## config.mk

```make
export PLATFORM = sky130hd
export DESIGN_NAME = multi_reset_sequencer_flat
export DESIGN_NICKNAME = d
export VERILOG_FILES = /design/src/rtl/multi_reset_sequencer_if.sv /design/src/rtl/multi_reset_sequencer.sv /design/src/flat_wrapper.sv
export SDC_FILE = /design/constraint.sdc
export NUM_CORES = 1
export LEC_CHECK = 0
export BUFFER_PORTS_ARGS = -buffer_cell sky130_fd_sc_hd__buf_2
export CORE_UTILIZATION = 39
export CTS_BUF_LIST = sky130_fd_sc_hd__clkbuf_4 sky130_fd_sc_hd__clkbuf_8
export CTS_CLUSTER_DIAMETER = 50
export DETAILED_ROUTE_END_ITERATION = 8
export PLACE_DENSITY = 0.77
export SKIP_CTS_REPAIR_TIMING = 1
export SLEW_MARGIN = 0
export SYNTH_ARGS = -nofsm -noshare
export SYNTH_HDL_FRONTEND = slang
export SYNTH_SLANG_ARGS = --single-unit
```

## constraint.sdc

```tcl
create_clock -name clk -period 1.7 [get_ports clk]
set_clock_uncertainty 0.05 [all_clocks]
set_input_delay 0 -clock clk [delete_from_list [all_inputs] [get_ports clk]]
set_output_delay 0 -clock clk [all_outputs]
set_load 0.1 [all_outputs]
```

## src/rtl/multi_reset_sequencer_if.sv

```systemverilog
// Signal bundle between the domain reset sources and the sequencer.
// master drives the requests/qualifiers; slave is the sequencer itself.
interface multi_reset_sequencer_if #(
    parameter int NUM_CH = 2,
    parameter int DATA_W = 32
);
    logic [NUM_CH-1:0] rst_req_n;
    logic              secure_in;
    logic              clr_status;
    logic              secure_out;
    logic              status;
    logic              strobe;
    logic [DATA_W-1:0] data;

    modport master (
        output rst_req_n, secure_in, clr_status,
        input  secure_out, status, strobe, data
    );

    modport slave (
        input  rst_req_n, secure_in, clr_status,
        output secure_out, status, strobe, data
    );
endinterface

```

## src/rtl/multi_reset_sequencer.sv

```systemverilog
// Multi-domain reset sequencer: tracks active-low domain reset requests, waits out a
// settle window before declaring recovery, and gates a secure flag across episodes.

// Saturating counter with a clear that takes effect before the same-edge increment.
module mrs_sat_cnt #(
    parameter int W = 8
) (
    input  logic         clk,
    input  logic         rst,
    input  logic         clr,
    input  logic         inc,
    output logic [W-1:0] q,
    output logic [W-1:0] q_nxt
);
    logic [W-1:0] base;

    always_comb begin
        base  = clr ? '0 : q;
        q_nxt = base;
        if (inc && (base != {W{1'b1}}))
            q_nxt = base + W'(1);
    end

    always_ff @(posedge clk) begin
        if (rst) q <= '0;
        else     q <= q_nxt;
    end
endmodule

// One cause-mask bit: cleared-and-loaded at episode start, sticky-OR while active.
module mrs_cause_lane (
    input  logic clk,
    input  logic rst,
    input  logic clr,
    input  logic load,
    input  logic accum,
    input  logic req_low,
    output logic q,
    output logic q_nxt
);
    logic base;

    always_comb begin
        base  = clr ? 1'b0 : q;
        q_nxt = base;
        if (load)       q_nxt = req_low;
        else if (accum) q_nxt = base | req_low;
    end

    always_ff @(posedge clk) begin
        if (rst) q <= 1'b0;
        else     q <= q_nxt;
    end
endmodule

module multi_reset_sequencer #(
    parameter int NUM_CH        = 2,
    parameter int CNT_W         = 8,
    parameter int DATA_W        = 32,
    parameter int SETTLE_CYCLES = 4
) (
    input  logic                     clk,
    input  logic                     rst,
    multi_reset_sequencer_if.slave   bus
);
    localparam int SW = (SETTLE_CYCLES > 1) ? $clog2(SETTLE_CYCLES) : 1;
    localparam logic [SW-1:0] SETTLE_LOAD = SW'(SETTLE_CYCLES - 1);

    typedef enum logic [1:0] {
        IDLE     = 2'd0,
        IN_RESET = 2'd1,
        SETTLE   = 2'd2
    } state_t;

    state_t            state_q, state_d;
    logic [SW-1:0]     settle_q, settle_d;
    logic              status_q, status_d;
    logic              secure_q, secure_d;
    logic              strobe_q, strobe_d;
    logic [DATA_W-1:0] data_q, data_d;

    logic [NUM_CH-1:0] req_low;
    logic              any_low;
    logic              ev_inc, gl_inc, mask_load, mask_accum;

    logic [CNT_W-1:0]  ev_q, ev_nxt;
    logic [CNT_W-1:0]  gl_q, gl_nxt;
    logic [NUM_CH-1:0] mask_q, mask_nxt;

    assign req_low = ~bus.rst_req_n;
    assign any_low = |req_low;

    // Next-state and control decode.
    always_comb begin
        state_d    = state_q;
        settle_d   = settle_q;
        status_d   = status_q;
        secure_d   = secure_q;
        strobe_d   = 1'b0;
        ev_inc     = 1'b0;
        gl_inc     = 1'b0;
        mask_load  = 1'b0;
        mask_accum = 1'b0;
        unique case (state_q)
            IDLE: begin
                if (any_low) begin
                    state_d   = IN_RESET;
                    ev_inc    = 1'b1;
                    mask_load = 1'b1;
                    status_d  = 1'b0;
                    secure_d  = 1'b0;
                end
            end
            IN_RESET: begin
                mask_accum = 1'b1;
                if (!any_low) begin
                    state_d  = SETTLE;
                    settle_d = SETTLE_LOAD;
                end
            end
            SETTLE: begin
                if (any_low) begin
                    // A re-assertion before the window closes is a glitch, not a new episode.
                    state_d    = IN_RESET;
                    gl_inc     = 1'b1;
                    mask_accum = 1'b1;
                end else if (settle_q != '0) begin
                    settle_d = settle_q - SW'(1);
                end else begin
                    state_d  = IDLE;
                    strobe_d = 1'b1;
                    secure_d = bus.secure_in;
                    status_d = 1'b1;
                end
            end
            default: begin
                state_d  = SETTLE;
                settle_d = SETTLE_LOAD;
            end
        endcase
    end

    mrs_sat_cnt #(.W(CNT_W)) u_event_cnt (
        .clk   (clk),
        .rst   (rst),
        .clr   (bus.clr_status),
        .inc   (ev_inc),
        .q     (ev_q),
        .q_nxt (ev_nxt)
    );

    mrs_sat_cnt #(.W(CNT_W)) u_glitch_cnt (
        .clk   (clk),
        .rst   (rst),
        .clr   (bus.clr_status),
        .inc   (gl_inc),
        .q     (gl_q),
        .q_nxt (gl_nxt)
    );

    for (genvar ch = 0; ch < NUM_CH; ch++) begin : g_lane
        mrs_cause_lane u_lane (
            .clk     (clk),
            .rst     (rst),
            .clr     (bus.clr_status),
            .load    (mask_load),
            .accum   (mask_accum),
            .req_low (req_low[ch]),
            .q       (mask_q[ch]),
            .q_nxt   (mask_nxt[ch])
        );
    end

    // Status word mirrors the next field values so it lands on the same edge.
    always_comb begin
        data_d                       = '0;
        data_d[CNT_W-1:0]            = ev_nxt;
        data_d[2*CNT_W-1:CNT_W]      = gl_nxt;
        data_d[2*CNT_W +: NUM_CH]    = mask_nxt;
    end

    always_ff @(posedge clk) begin
        if (rst) begin
            state_q  <= SETTLE;
            settle_q <= SETTLE_LOAD;
            status_q <= 1'b0;
            secure_q <= 1'b0;
            strobe_q <= 1'b0;
            data_q   <= '0;
        end else begin
            state_q  <= state_d;
            settle_q <= settle_d;
            status_q <= status_d;
            secure_q <= secure_d;
            strobe_q <= strobe_d;
            data_q   <= data_d;
        end
    end

    assign bus.status     = status_q;
    assign bus.secure_out = secure_q;
    assign bus.strobe     = strobe_q;
    assign bus.data       = data_q;
endmodule

```

## src/flat_wrapper.sv

```systemverilog
// flat-port wrapper written by rule: the top's interface ports become plain ports
module multi_reset_sequencer_flat 
#(
    parameter int NUM_CH        = 2,
    parameter int CNT_W         = 8,
    parameter int DATA_W        = 32,
    parameter int SETTLE_CYCLES = 4
)
  (clk, rst, bus_rst_req_n, bus_secure_in, bus_clr_status, bus_secure_out, bus_status, bus_strobe, bus_data);
  multi_reset_sequencer_if #(.NUM_CH(NUM_CH), .DATA_W(DATA_W)) bus_i ();
  input  logic clk;
  input  logic rst;
  input wire logic [$bits(bus_i.rst_req_n)-1:0] bus_rst_req_n;
  input wire logic [$bits(bus_i.secure_in)-1:0] bus_secure_in;
  input wire logic [$bits(bus_i.clr_status)-1:0] bus_clr_status;
  output wire logic [$bits(bus_i.secure_out)-1:0] bus_secure_out;
  output wire logic [$bits(bus_i.status)-1:0] bus_status;
  output wire logic [$bits(bus_i.strobe)-1:0] bus_strobe;
  output wire logic [$bits(bus_i.data)-1:0] bus_data;
  assign bus_i.rst_req_n = bus_rst_req_n;
  assign bus_i.secure_in = bus_secure_in;
  assign bus_i.clr_status = bus_clr_status;
  assign bus_secure_out = bus_i.secure_out;
  assign bus_status = bus_i.status;
  assign bus_strobe = bus_i.strobe;
  assign bus_data = bus_i.data;
  multi_reset_sequencer #(.NUM_CH(NUM_CH), .CNT_W(CNT_W), .DATA_W(DATA_W), .SETTLE_CYCLES(SETTLE_CYCLES)) u_core (.clk(clk), .rst(rst), .bus(bus_i));
endmodule
```

======== After elaboration in Yosys (flattened, before gate mapping) ========
Cells that the tools add are included.
storage, ports and cells
  bits in registers ....................... 57
  bits of input ports ..................... 6
  word-level logic and storage cells ...... 70
operators by class
  $add $sub $neg .......................... 3
  equality and inequality tests ........... 10
  muxes and demuxes ....................... 31
  bitwise gates (word level) .............. 5
  reductions and logical operators ........ 10
operators with widths
  kind                                                  count
  two-way mux 8 bit                                     4
  adder 8 x 1 -> 8 bit (second input constant)          2
  != test 8 bit (second input constant)                 2
  two-way mux 1 bit                                     15
  two-way mux 2 bit                                     7
  case mux 2 bit (3 select lines)                       2
  AND reduction 4 bit                                   2
  != test 2 bit (second input constant)                 3
  case mux 1 bit (2 select lines)                       3
  != test 2 x 1 -> 1 bit (second input constant)        2
  nonzero test 2 bit                                    2
  OR reduction 4 bit                                    1
  != test 3 x 2 -> 1 bit (second input constant)        1
  AND reduction 3 bit                                   1
  equality test 2 x 1 -> 1 bit (second input constant)  1
  equality test 2 bit (second input constant)           1
  logical AND 1 bit                                     2
  logical NOT 2 bit                                     1
  NOT 1 bit                                             2
  NOT 2 bit                                             1
  bitwise OR 1 bit                                      2
  OR reduction 2 bit                                    1
  subtractor 2 x 1 -> 2 bit (second input constant)     1

======== Depth between registers and ports, before layout ========
Gate-level depths: netlist (run 1).
  depth in word-level cells ............... 6
  depth in mapped cells ................... 7

======== Modules after synthesis ========
Synthesis (run 1) repeated with hierarchy kept, for this count alone.
unflattened totals
  cells, all modules ...................... 233
  area total of the unflattened synthesis .. 2069.5 µm²
by module, submodules not included
  module                 instances  cells each  area an instance (µm²)  seq. area each (µm²)
  multi_reset_sequencer  1          105         1066.0                  500.5
  mrs_sat_cnt            2          59          459.2                   160.2
  mrs_cause_lane         2          5           42.5                    20.0

======== Worst setup path before layout (run 1) ========
Ideal clock, no wire load.
  kind .................................... flip-flop to flip-flop
  from .................................... register u_core.u_glitch_cnt.q[0]
  to ...................................... register u_core.u_glitch_cnt.q[6]
  setup time .............................. 0.158 ns
  arrival ................................. 2.031 ns
  path slack .............................. -0.539 ns
  stages on the path, launching flop included .. 5
  buffers on the path ..................... 0
  clock period less this slack ............ 2.239 ns
  cells stage by stage .................... dfxtp_1 > nand3_1 > or4_4 > o21ai_2 > o31ai_2
on the way
  cells in the longest elaborated chain, start to end .. 4
  elaborated cells on any way between the ends .. 5
  classes of those cells .................. add/sub (1); eq/ne (1); mux (2); reduce/logical (1)
ends and longest elaborated chain
  item                                                          RTL line                     RTL
  from (decl)                                                   multi_reset_sequencer.sv:12  output logic [W-1:0] q,
  from (signal assigned)                                        multi_reset_sequencer.sv:26  else q <= q_nxt;
  two-way mux 8 bit (*)                                         multi_reset_sequencer.sv:18  base = clr ? '0 : q;
  branches (longest 2 deep; another with adder 8 x 1 -> 8 bit)  n/a
  two-way mux 8 bit (*)                                         multi_reset_sequencer.sv:20  if (inc && (base != {W{1'b1}}))
Mark *: on every way between the ends.
A chain may end at the register's enable or synchronous reset.

======== Worst setup path in the final report (run 1) ========
  from .................................... register u_core.state_q[1]
  to ...................................... register u_core.state_q[1]
on the way
  cells in the longest elaborated chain, start to end .. 3
  elaborated cells on any way between the ends .. 8
  classes of those cells .................. eq/ne (5); mux (1); reduce/logical (2)
ends and longest elaborated chain
  item                                                            RTL line                      RTL
  from (decl)                                                     multi_reset_sequencer.sv:75   state_t state_q, state_d;
  from (signal assigned)                                          multi_reset_sequencer.sv:191  state_q <= state_d;
  equality test 2 bit, or another cell as far along               multi_reset_sequencer.sv:104  unique case (state_q)
  != test 3 x 2 -> 1 bit (no line), or another cell as far along  n/a
  AND reduction 3 bit (no line)                                   n/a
Several ways; a longest one is shown, not always the timed one.

==> results of run 1 <==
==> power groups by stage <==
stage | Clock, mW | Sequential [mW] | Combinational [mW]
final | 0.280 | 0.670 | 0.747
after global routing | 0.309 | 0.677 | 0.802
after CTS | 0.284 | 0.665 | 0.719
after detailed placement | 0 | 0.679 | 0.717
after global placement | 0 | 0.675 | 0.712
after floorplan | 0 | 0.770 | 0.570
==> logic make-up after synthesis <==
kind of cell / count (synthesis) / synth area share [%]
AOI/OAI and AO/OA: 39 / 19.9
xor gates and xnor gates: 3 / 1.98
adders and majority gates: 4 / 3.78
buffers and inverters: 26 / 13.0
DFF: 25 / 37.8
muxes: 2 / 1.51
other: 1 / 0.283
and+or+nand+nor: 51 / 21.7
==> flip-flops by register name, indices dropped and copies added (netlist names) <==
signal and cells:
u_core.bus.data 3, u_core.bus.secure_out 1, u_core.bus.status 1, u_core.bus.strobe 1
u_core.g_lane.u_lane.q 1, u_core.settle_q 2, u_core.state_q 2, u_core.u_event_cnt.q 7
u_core.u_glitch_cnt.q 7
==> cell usage after synthesis, types with 2 or more instances <==
master	n	area share, %
sky130_fd_sc_hd__a21oi_1	11	4.2
sky130_fd_sc_hd__and4b_1	2	1.5
sky130_fd_sc_hd__clkbuf_1	2	0.57
sky130_fd_sc_hd__nand2_1	5	1.4
sky130_fd_sc_hd__ha_1	4	3.8
sky130_fd_sc_hd__or3_1	2	0.94
sky130_fd_sc_hd__nor2_1	13	3.7
sky130_fd_sc_hd__nand2b_1	3	1.4
sky130_fd_sc_hd__o21a_1	2	1.1
sky130_fd_sc_hd__nand4_1	2	0.94
sky130_fd_sc_hd__a31oi_1	4	1.9
sky130_fd_sc_hd__and3b_1	2	1.3
sky130_fd_sc_hd__and3_1	5	2.4
sky130_fd_sc_hd__nor4b_1	2	1.3
sky130_fd_sc_hd__a211oi_1	2	1.1
sky130_fd_sc_hd__buf_4	16	9.1
sky130_fd_sc_hd__nand3_1	3	1.1
sky130_fd_sc_hd__a2bb2oi_1	2	1.3
sky130_fd_sc_hd__mux2i_1	2	1.5
sky130_fd_sc_hd__buf_6	2	1.7
sky130_fd_sc_hd__nor2b_1	3	1.4
sky130_fd_sc_hd__nor3_1	4	1.5
sky130_fd_sc_hd__xnor2_1	3	2.0
sky130_fd_sc_hd__o21ai_0	8	3.0
sky130_fd_sc_hd__dfxtp_1	25	38
sky130_fd_sc_hd__inv_1	6	1.7
==> layout make-up <==
class                   count  area (um2)
fillers                   309        1570
inverters                   6        22.5
clock buffers               4        30.0
multi-input cells         113         734
repair buffers             32         183
well taps                  44        55.1
flip-flops and latches     25         537
==> path summary, 6_finish.rpt <==
path	slack (ns)	end	from
hold reg to reg	0.41	u_core.u_glitch_cnt.q[2]	u_core.u_glitch_cnt.q[2]
hold / removal	0.02	u_core.u_glitch_cnt.q[6]	bus_clr_status
setup reg to reg	0.04	u_core.state_q[1]	u_core.state_q[1]
setup / recovery	0.04	u_core.state_q[1]	u_core.state_q[1]
==> per-stage QoR <==
stage	worst slack, ns	setup TNS [ns]	util (%)	hold WS [ns]
floorplan	0.000823	0	-	0.0607
global placement	0.0714	0	46.8	0.245
detailed placement	0.0395	0	46.8	0.248
CTS	0.0130	0	47.8	-0.102
global route	-0.0459	-0.0459	49.9	0.0210
finish	0.0444	0	49.9	0.0159
==> worst register-to-register path: stages, from the launching register on <==
cell and delay (ns):
sky130_fd_sc_hd__dfxtp_2 0.37, sky130_fd_sc_hd__inv_1 0.06, sky130_fd_sc_hd__ha_1 0.19, sky130_fd_sc_hd__buf_4 0.15, sky130_fd_sc_hd__and3b_2 0.27, sky130_fd_sc_hd__o21ai_0 0.13, sky130_fd_sc_hd__a311o_1 0.34
==> metal layers <==
layer	wire (um)	up-vias	global-route usage (%)
li1	-	568	-
met1	1220	542	21.3
met2	1300	37	25.7
met3	112	7	3.46
met4	52	0	4.98
met5	0	-	0
==> implementation parameters, run 1 <==
Parameter                              Value

STA
  Clock period minus worst slack ... 1.66 ns
  Final-report hold violation count ... 0
  Final Max Tran Viols ... 0
  Fmax ... 0.604 GHz
  Unrepaired setup endpoints after global routing ... true
  Endpoints failing setup ... 0
  Final worst path period share ... 97.4%

CTS
  Root buf cell ... sky130_fd_sc_hd__clkbuf_4
  Inserted Clock Buffers ... 3
  Insertion delay of the later-clocked pin in the worst-skew pair ... 0.32 ns
  Longest Clk Path Bufs ... 2
  Level count of the clock H-tree ... 1
  Clock Sinks ... 25
  Worst-path clk slew ... 0.13 ns
  TritonCTS clock tree ... built

Worst setup path
  Worst path required time ... 1.87 ns
  Number of cells on the worst reg-to-reg path ... 6
  Category of the most critical setup path ... flop to flop
  Data arrival at the endpoint of the critical path ... 1.82 ns
  Crit path max-delay cell type ... sky130_fd_sc_hd__dfxtp_2
  Category of cells accounting for the largest share of critical-path delay ... compound AO/OA/AOI/OAI gates
  WP depth ... 6
  Cell breakdown of the critical path ... inv_1 -> ha_1 -> buf_4 -> and3b_2 -> o21ai_0 -> a311o_1
  Critical Path Max Stage Delay ... 0.37 ns
  Critical Path Source Type ... flop
  Critical path capture point type ... flop
  Bufs and invs on worst path ... 2
  Max FO, Critical Path ... 5

Power and ir drop
  Total Power ... 1.70 mW
  Proportion of total power due to net switching ... 43.8%
  Switching Power ... 0.743 mW
  Portion of total power attributed to combinational logic ... 44.0%
  Clock network power share ... 16.5%
  Leakage Power ... 0.703 nW
  Part of the total power dissipated in sequential elements ... 39.5%
  Power density over the cells ... 1090 mW/mm2
  Internal power of the cells ... 0.953 mW
  Peak VDD IR ... 0.000723 V

Place
  Half-perimeter wire length after detailed placement ... 1.94 mm
  Area after DPL ... 0.00147 mm2
  Number of buffers added on ports ... 26
  Weighted congestion at the end of routability-driven global placement ... 0.755
  Cell count after placement ... 217

Synthesis
  Flip-flop and latch count after synthesis ... 25
  Mean instance size in the synthesized netlist ... 8.77 um2
  Share of flip-flops with an asynchronous set or reset ... 0%
  Distinct cell type count of the synthesized netlist ... 42
  EDFF count, synth ... 0
  Sequential fraction of the synthesis area ... 37.8%
  Area of the mapped netlist ... 0.00133 mm2
  Number of instances in the synthesized netlist ... 151
  Most frequently used flop master after synthesis ... sky130_fd_sc_hd__dfxtp_1
  YS warnings ... 0

Cells and area
  Most frequent standard cell in the layout excluding fill and tap cells ... sky130_fd_sc_hd__buf_2
  Leading cell types in the layout, fill and taps excluded ... 26 x sky130_fd_sc_hd__buf_2, 14 x sky130_fd_sc_hd__conb_1, 13 x sky130_fd_sc_hd__nor2_1, 11 x sky130_fd_sc_hd__a21oi_1, 11 x sky130_fd_sc_hd__dfxtp_2
  N_diodes ... 0
  Post-synthesis to final-layout area growth ... 17.8%
  Number of nets in the final layout ... 191
  Post-route cell area ... 0.00156 mm2
  Share of final-layout standard cells stronger than drive strength 1 ... 34.4%
  Final cell count without fillers ... 224

Global routing
  Maximum number of pins on one net before global-route repair ... 16
  Number of global-route vias before repair ... 969
  Total global routing track utilization ... 16.0%
  Remaining global-route overflow ... 0
  First-pass GRT wire length ... 4.37 mm
  Antenna violations before repair ... 0

Floorplanning
  Initial core utilization ... 42.4%
  DIE WIDTH ... 60.3 um
  Ports ... 41
  Number of rows created at floorplan ... 20
  Area of the core ... 0.00313 mm2
  Die height ... 60.3 um
  Area of the die ... 0.00363 mm2

Job
  Maxcap violations ... 0

Route
  Average vias per placed instance ... 5.15
  Count of vias placed by the detailed router ... 1154
  Post-route antenna net violation count ... 0
  Total Routed Length ... 2.69 mm
  TritonRoute pass-1 iters ... 4
  WL per Instance ... 12.0 um
  Drt drc ... 0
  Initial drt markers ... 53

Min path
  Number of cells on the worst hold path ... 4
  Worst Hold Class ... input pin to flop

Outcome
  Status ... complete, no violations
Power figures use the tool's default switching activity.
==> run 2: changes to the inputs <==
- PLACE_DENSITY: 0.77 -> 0.73
- SYNTH_HIERARCHICAL: default -> 1
==> run 2 against run 1 <==
Net effect: core utilization is 2.8 points lower; critical endpoint is now u_core/bus.data[16]; register-to-register slack worse by 0.02 ns; design area is 54% higher; fmax decreased by 1.2%; via count rose by 46%.
==> implementation parameters, run 2 <==
Parameter                              Value

Synthesis
  Most common cell in the synthesized netlist ... sky130_fd_sc_hd__dfxtp_1
  Library cell with the largest summed area after synthesis ... sky130_fd_sc_hd__dfxtp_1
  Area of the mapped netlist ... 0.00207 mm2
  EDFF count, synth ... 0
  Combinational family with the most area after synthesis ... simple AND/OR/NAND/NOR gates
  Share of flip-flops with an asynchronous set or reset ... 0%
  Post-synth top area share ... 41.6%
  Flip-flop and latch count after synthesis ... 43
  Distinct cell type count of the synthesized netlist ... 44
  YS warnings ... 6
  Mean instance size in the synthesized netlist ... 8.88 um2
  Post-synthesis adder-cell area fraction ... 3.63%
  Sequential fraction of the synthesis area ... 41.6%
  Most frequently used flop master after synthesis ... sky130_fd_sc_hd__dfxtp_1
  Mux share of post-synthesis cell area ... 0.967%
  Number of instances in the synthesized netlist ... 233
  Share of the synthesized area in compound gates (AO/OA/AOI/OAI) ... 16.0%
  Synthesized-area fraction occupied by xor and xnor cells ... 0%
  Simple-Gate Fraction of Synth Area ... 26.9%
  Biggest area contributors in the synthesized netlist ... sky130_fd_sc_hd__dfxtp_1 42%, sky130_fd_sc_hd__nor2b_1 5.7%, sky130_fd_sc_hd__buf_4 5.1%
  Most numerous cell types in the synthesized netlist ... 43 x sky130_fd_sc_hd__dfxtp_1, 19 x sky130_fd_sc_hd__nor2b_1, 16 x sky130_fd_sc_hd__nor3_1

Worst setup path
  Data arrival at the endpoint of the critical path ... 1.85 ns
  Critical path capture point type ... flop
  Category of the most critical setup path ... flop to flop
  Max FO, Critical Path ... 9
  Critical path endpoint ... u_core/bus.data[16]
  Worst path required time ... 1.87 ns
  Critical R2R Capture ... u_core/bus.data[16]
  Launching element of the worst setup path ... u_core/state_q[0]
  Critical Path Source Type ... flop
  R2R setup slack ... 0.02 ns
  R2r startpoint ... u_core/state_q[0]
  Number of cells on the worst reg-to-reg path ... 7

Global routing
  Remaining global-route overflow ... 0
  Antenna violations before repair ... 0
  Number of global-route vias before repair ... 1400
  First-pass GRT wire length ... 6.44 mm
  Maximum number of pins on one net before global-route repair ... 34
  Total global routing track utilization ... 15.3%

Cells and area
  Share of final-layout standard cells stronger than drive strength 1 ... 25.6%
  Leading cell types in the layout, fill and taps excluded ... 41 x sky130_fd_sc_hd__dfxtp_1, 26 x sky130_fd_sc_hd__buf_2, 18 x sky130_fd_sc_hd__nor2b_1, 16 x sky130_fd_sc_hd__nor3_1
  Post-synthesis to final-layout area growth ... 16.3%
  Most frequent standard cell in the layout excluding fill and tap cells ... sky130_fd_sc_hd__dfxtp_1
  Number of nets in the final layout ... 274
  N_diodes ... 0
  Post-route cell area ... 0.00241 mm2
  Number of flip-flops under the largest register name ... 18
  Final cell count without fillers ... 332

Power and ir drop
  Part of the total power dissipated in sequential elements ... 42.7%
  Portion of total power attributed to combinational logic ... 26.8%
  Total Power ... 2.57 mW
  Leakage Power ... 1.04 nW
  Power density over the cells ... 1070 mW/mm2
  Proportion of total power due to net switching ... 34.1%
  Internal power of the cells ... 1.69 mW
  Clock network power share ... 30.4%
  Switching Power ... 0.878 mW
  Peak VDD IR ... 0.000529 V

STA
  Headroom to the max-slew limit ... 61.9%
  Worst slack on hold paths ... 0.0347 ns
  Fmax ... 0.596 GHz
  Final worst path period share ... 98.6%
  Final-report hold violation count ... 0
  Final Max Tran Viols ... 0
  Clock period minus worst slack ... 1.68 ns
  Endpoints failing setup ... 0
  Unrepaired setup endpoints after global routing ... true
  Setup ws final ... 0.0235 ns
  Transition time at the pin with the least slew margin ... 0.572 ns

CTS
  TritonCTS clock tree ... built
  Inserted Clock Buffers ... 5
  Worst-path clk slew ... 0.08 ns
  Clock Sinks ... 43
  Root buf cell ... sky130_fd_sc_hd__clkbuf_8
  Longest Clk Path Bufs ... 2
  Level count of the clock H-tree ... 2
  Insertion delay of the later-clocked pin in the worst-skew pair ... 0.30 ns

Floorplanning
  Number of rows created at floorplan ... 26
  DIE WIDTH ... 74.8 um
  Initial core utilization ... 40.5%
  Ports ... 41
  Die height ... 74.8 um
  Area of the die ... 0.00560 mm2
  Area of the core ... 0.00511 mm2

Route
  Total Routed Length ... 3.99 mm
  Average vias per placed instance ... 5.08
  Initial drt markers ... 245
  Drt drc ... 0
  Post-route antenna net violation count ... 0
  TritonRoute pass-1 iters ... 4
  Count of vias placed by the detailed router ... 1686
  WL per Instance ... 12.0 um

Place
  Post-placement setup slack ... 0.0407 ns
  Area after DPL ... 0.00221 mm2
  Cell count after placement ... 324
  Number of buffers added on ports ... 26
  Weighted congestion at the end of routability-driven global placement ... 0.773
  Half-perimeter wire length after detailed placement ... 2.70 mm

Job
  Maxcap violations ... 0

Min path
  Worst Hold Class ... input pin to flop

Outcome
  Status ... complete, no violations
run 2: changes by cell type after synthesis, moves of 5 or more:
cell                      previous run  this run
sky130_fd_sc_hd__nor3_1              4        16
sky130_fd_sc_hd__dfxtp_1            25        43
sky130_fd_sc_hd__nor2b_1             3        19
sky130_fd_sc_hd__inv_1               6        11
sky130_fd_sc_hd__nand2_1             5        14
run 2: logic make-up (layout without fill, tap and decap cells):
group,count (synthesis),in the layout
and+or+nand+nor,98,98
buffers and inverters,36,52
AOI/OAI and AO/OA,47,47
DFF,43,43
other,1,14
adders and majority gates,6,6
muxes,2,2
run 2: how the worst min path moves through the flow:
stage	startpoint	to	slack [ns]	cells past startpoint
after floorplan	rst	u_core/g_lane[0].u_lane/q	0.02	1
after global placement	bus_secure_in	u_core/bus.secure_out	0.23	3
after detailed placement	bus_secure_in	u_core/bus.secure_out	0.23	3
after CTS	bus_secure_in	u_core/bus.secure_out	-0.08	3
after global routing	bus_rst_req_n[1]	u_core/bus.strobe	0.05	3
final	bus_rst_req_n[1]	u_core/bus.strobe	0.03	3
run 2: power groups by stage:
| stage | sequential (mW) | clock [mW] | combinational, mW |
|---|---|---|---|
| after detailed placement | 1.12 | 0 | 0.680 |
| after global placement | 1.12 | 0 | 0.673 |
| final | 1.10 | 0.783 | 0.690 |
| after global routing | 1.11 | 0.852 | 0.737 |
| after floorplan | 1.26 | 0 | 0.452 |
| after CTS | 1.10 | 0.800 | 0.682 |
run 2: layer usage:
metal	track usage, %	up-vias	share of wire, %
met3	4.02	7	6.2
met2	21.6	60	43
li1	-	848	-
met5	0	-	0
met1	21.6	771	49
met4	6.92	0	1.7
run 2: per-stage QoR:
step	TNS [ns]	utilization [%]
after CTS	0	45.4
final	0	47.1
after floorplan	-0.0283	-
after global placement	0	43.4
after global routing	-0.390	47.1
after detailed placement	0	43.4
run 2: final cells by class:
type	count	area, um2
repair buffers	34	193
fillers	506	2700
flip-flops and latches	43	863
clock inverters	1	30.0
inverters	11	41.3
multi-input cells	167	1110
clock buffers	6	76.3
well taps	70	87.6
run 2: worst max-delay path, stage by stage, from the launching register on:
cell and delay [ns]:
sky130_fd_sc_hd__dfxtp_2 0.35, sky130_fd_sc_hd__inv_2 0.06, sky130_fd_sc_hd__ha_1 0.20, sky130_fd_sc_hd__and2_4 0.16, sky130_fd_sc_hd__buf_4 0.16, sky130_fd_sc_hd__or3b_1 0.38
sky130_fd_sc_hd__nand2_1 0.07, sky130_fd_sc_hd__nor2b_1 0.17
==> run 3: changes to the inputs <==
- CORE_UTILIZATION: 39 -> 52
- PLACE_DENSITY: 0.73 -> 0.9
==> run 3 against run 2 <==
Net effect: clock power down 0.5%; via count grew 3.3%; sequential power hardly changed; critical endpoint is now u_core/bus.data[5]; largest power group unchanged; wire length rose by 5.2%; global-route usage increased by 5.6 points; first-iteration DRC count fell by 17%; fmax is 0.14% higher; register-to-register slack about the same; sequential cell count did not move; power rose by 1.2%.
==> implementation parameters, run 3 (synthesis results as in run 2) <==
Parameter                              Value

Worst setup path
  Critical path capture point type ... flop
  Cell breakdown of the critical path ... inv_2 -> ha_1 -> and2_4 -> and4_2 -> and3_1 -> a211oi_1 -> nor2b_1
  Max FO, Critical Path ... 6
  Launching element of the worst setup path ... u_core/state_q[0]
  Category of the most critical setup path ... flop to flop
  Data arrival at the endpoint of the critical path ... 1.86 ns
  Critical Path Source Type ... flop
  Worst path required time ... 1.89 ns
  R2r startpoint ... u_core/state_q[0]
  Critical Path Max Stage Delay ... 0.35 ns
  Crit path max-delay cell type ... sky130_fd_sc_hd__dfxtp_2

Route
  Sum of met3 wire segment lengths after detailed routing ... 225 um
  Drt drc ... 0
  Post-route antenna net violation count ... 0
  Average vias per placed instance ... 5.58
  Post-Route M1 WL ... 1.78 mm
  Count of vias placed by the detailed router ... 1742
  Highest Signal Layer ... met4
  Routed length on met2 ... 2.09 mm
  TritonRoute pass-1 iters ... 4
  Initial drt markers ... 204
  Total Routed Length ... 4.20 mm
  WL per Instance ... 13.4 um

Min path
  Worst min-delay path startpoint ... bus_rst_req_n[1]
  Worst Hold Class ... input pin to flop

Cells and area
  Multi-input gate area ... 0.00111 mm2
  Number of nets in the final layout ... 276
  Leading cell types in the layout, fill and taps excluded ... 41 x sky130_fd_sc_hd__dfxtp_1, 26 x sky130_fd_sc_hd__buf_2, 19 x sky130_fd_sc_hd__nor2b_1, 16 x sky130_fd_sc_hd__nor3_1
  N_diodes ... 0
  Most frequent standard cell in the layout excluding fill and tap cells ... sky130_fd_sc_hd__dfxtp_1
  Share of final-layout standard cells stronger than drive strength 1 ... 25.4%
  Post-synthesis to final-layout area growth ... 15.7%
  Number of flip-flops under the largest register name ... 18
  Area taken by flip-flops and latches ... 863 um2
  Total of fill cells in the finished design ... 331

STA
  Final Max Tran Viols ... 0
  Fmax ... 0.597 GHz
  Setup TNS Final ... 0 ns
  Final worst path period share ... 98.5%
  Worst slack on hold paths ... 0.0327 ns
  Endpoints failing setup ... 0
  Final-report hold violation count ... 0
  Setup ws final ... 0.0258 ns
  Clock period minus worst slack ... 1.67 ns
  Unrepaired setup endpoints after global routing ... true

Global routing
  Total global routing track utilization ... 20.8%
  Remaining global-route overflow ... 0
  Maximum number of pins on one net before global-route repair ... 27
  First-pass GRT wire length ... 6.78 mm
  Number of global-route vias before repair ... 1549
  Antenna violations before repair ... 0

Power and ir drop
  Power density over the cells ... 1090 mW/mm2
  Total Power ... 2.61 mW
  Peak VDD IR ... 0.000721 V
  Leakage Power ... 1.05 nW

Outcome
  Status ... complete, no violations

CTS
  Clock Sinks ... 43
  Root buf cell ... sky130_fd_sc_hd__clkbuf_8
  Longest Clk Path Bufs ... 2
  Level count of the clock H-tree ... 2
  Inserted Clock Buffers ... 5
  TritonCTS clock tree ... built
  Worst-path clk slew ... 0.08 ns
  Insertion delay of the later-clocked pin in the worst-skew pair ... 0.29 ns

Floorplanning
  Die height ... 65.1 um
  DIE WIDTH ... 65.1 um
  Initial core utilization ... 55.3%
  Ports ... 41
  Area of the die ... 0.00424 mm2
  Area of the core ... 0.00374 mm2
  Number of rows created at floorplan ... 22

Place
  Number of buffers added on ports ... 26
  Half-perimeter wire length after detailed placement ... 2.67 mm
  Weighted congestion at the end of routability-driven global placement ... 0.842
  Post-placement setup slack ... 0.0441 ns

Job
  Maxcap violations ... 0
==> run 3: cell types whose count changed in the layout (fill, tap and decap cells not counted), sizes merged <==
cell | before | now
buf | 33 | 35
==> run 3: final timing paths <==
| kind | cells past startpoint | slack [ns] | to |
|---|---|---|---|
| worst max-delay path | 7 | 0.03 | u_core/bus.data[5] |
| worst min-delay path | 4 | 0.03 | u_core/g_lane[1].u_lane/q |
| worst max register to register | 7 | 0.03 | u_core/bus.data[5] |
| worst min register to register | 2 | 0.42 | u_core/bus.secure_out |
==> run 3: layer usage <==
metal | global-route usage [%] | vias to the layer above
met5 | 0 | -
met4 | 9.78 | 0
met3 | 5.99 | 11
met2 | 34.2 | 55
met1 | 24.9 | 825
li1 | - | 851
==> run 3: area by class of cell <==
class                      count  area share, %
clock buffer                   6           3.19
clock inverter                 1           1.25
inverter                      11           1.73
multi-input combinational    167           46.6
sequential                    43           36.1
tap                           48           2.51
timing repair buffer          36           8.68
==> run 3: report_power, final <==
part / internal (mW) / total [mW] / switching [mW]
logic: 0.199 / 0.727 / 0.527
clock network: 0.446 / 0.779 / 0.333
registers: 1.06 / 1.10 / 0.0356
==> run 3: worst max-delay path, delay by kind of cell, from the launching register on <==
family	cells	cell delay, ns
buffers and inverters	1	0.06
adder cells (fa/ha/maj)	1	0.20
AND/OR/NAND/NOR	4	0.77
AO/OA/AOI/OAI	1	0.20
flip-flops	1	0.35
==> run 3: metrics by stage <==
stage               utilization (%)  cells  cell area [um2]
floorplan                         -    246             2130
global placement               58.6    303             2190
detailed placement             58.6    303             2190
CTS                            61.5    310             2300
global route                   63.9    312             2390
finish                         63.9    312             2390
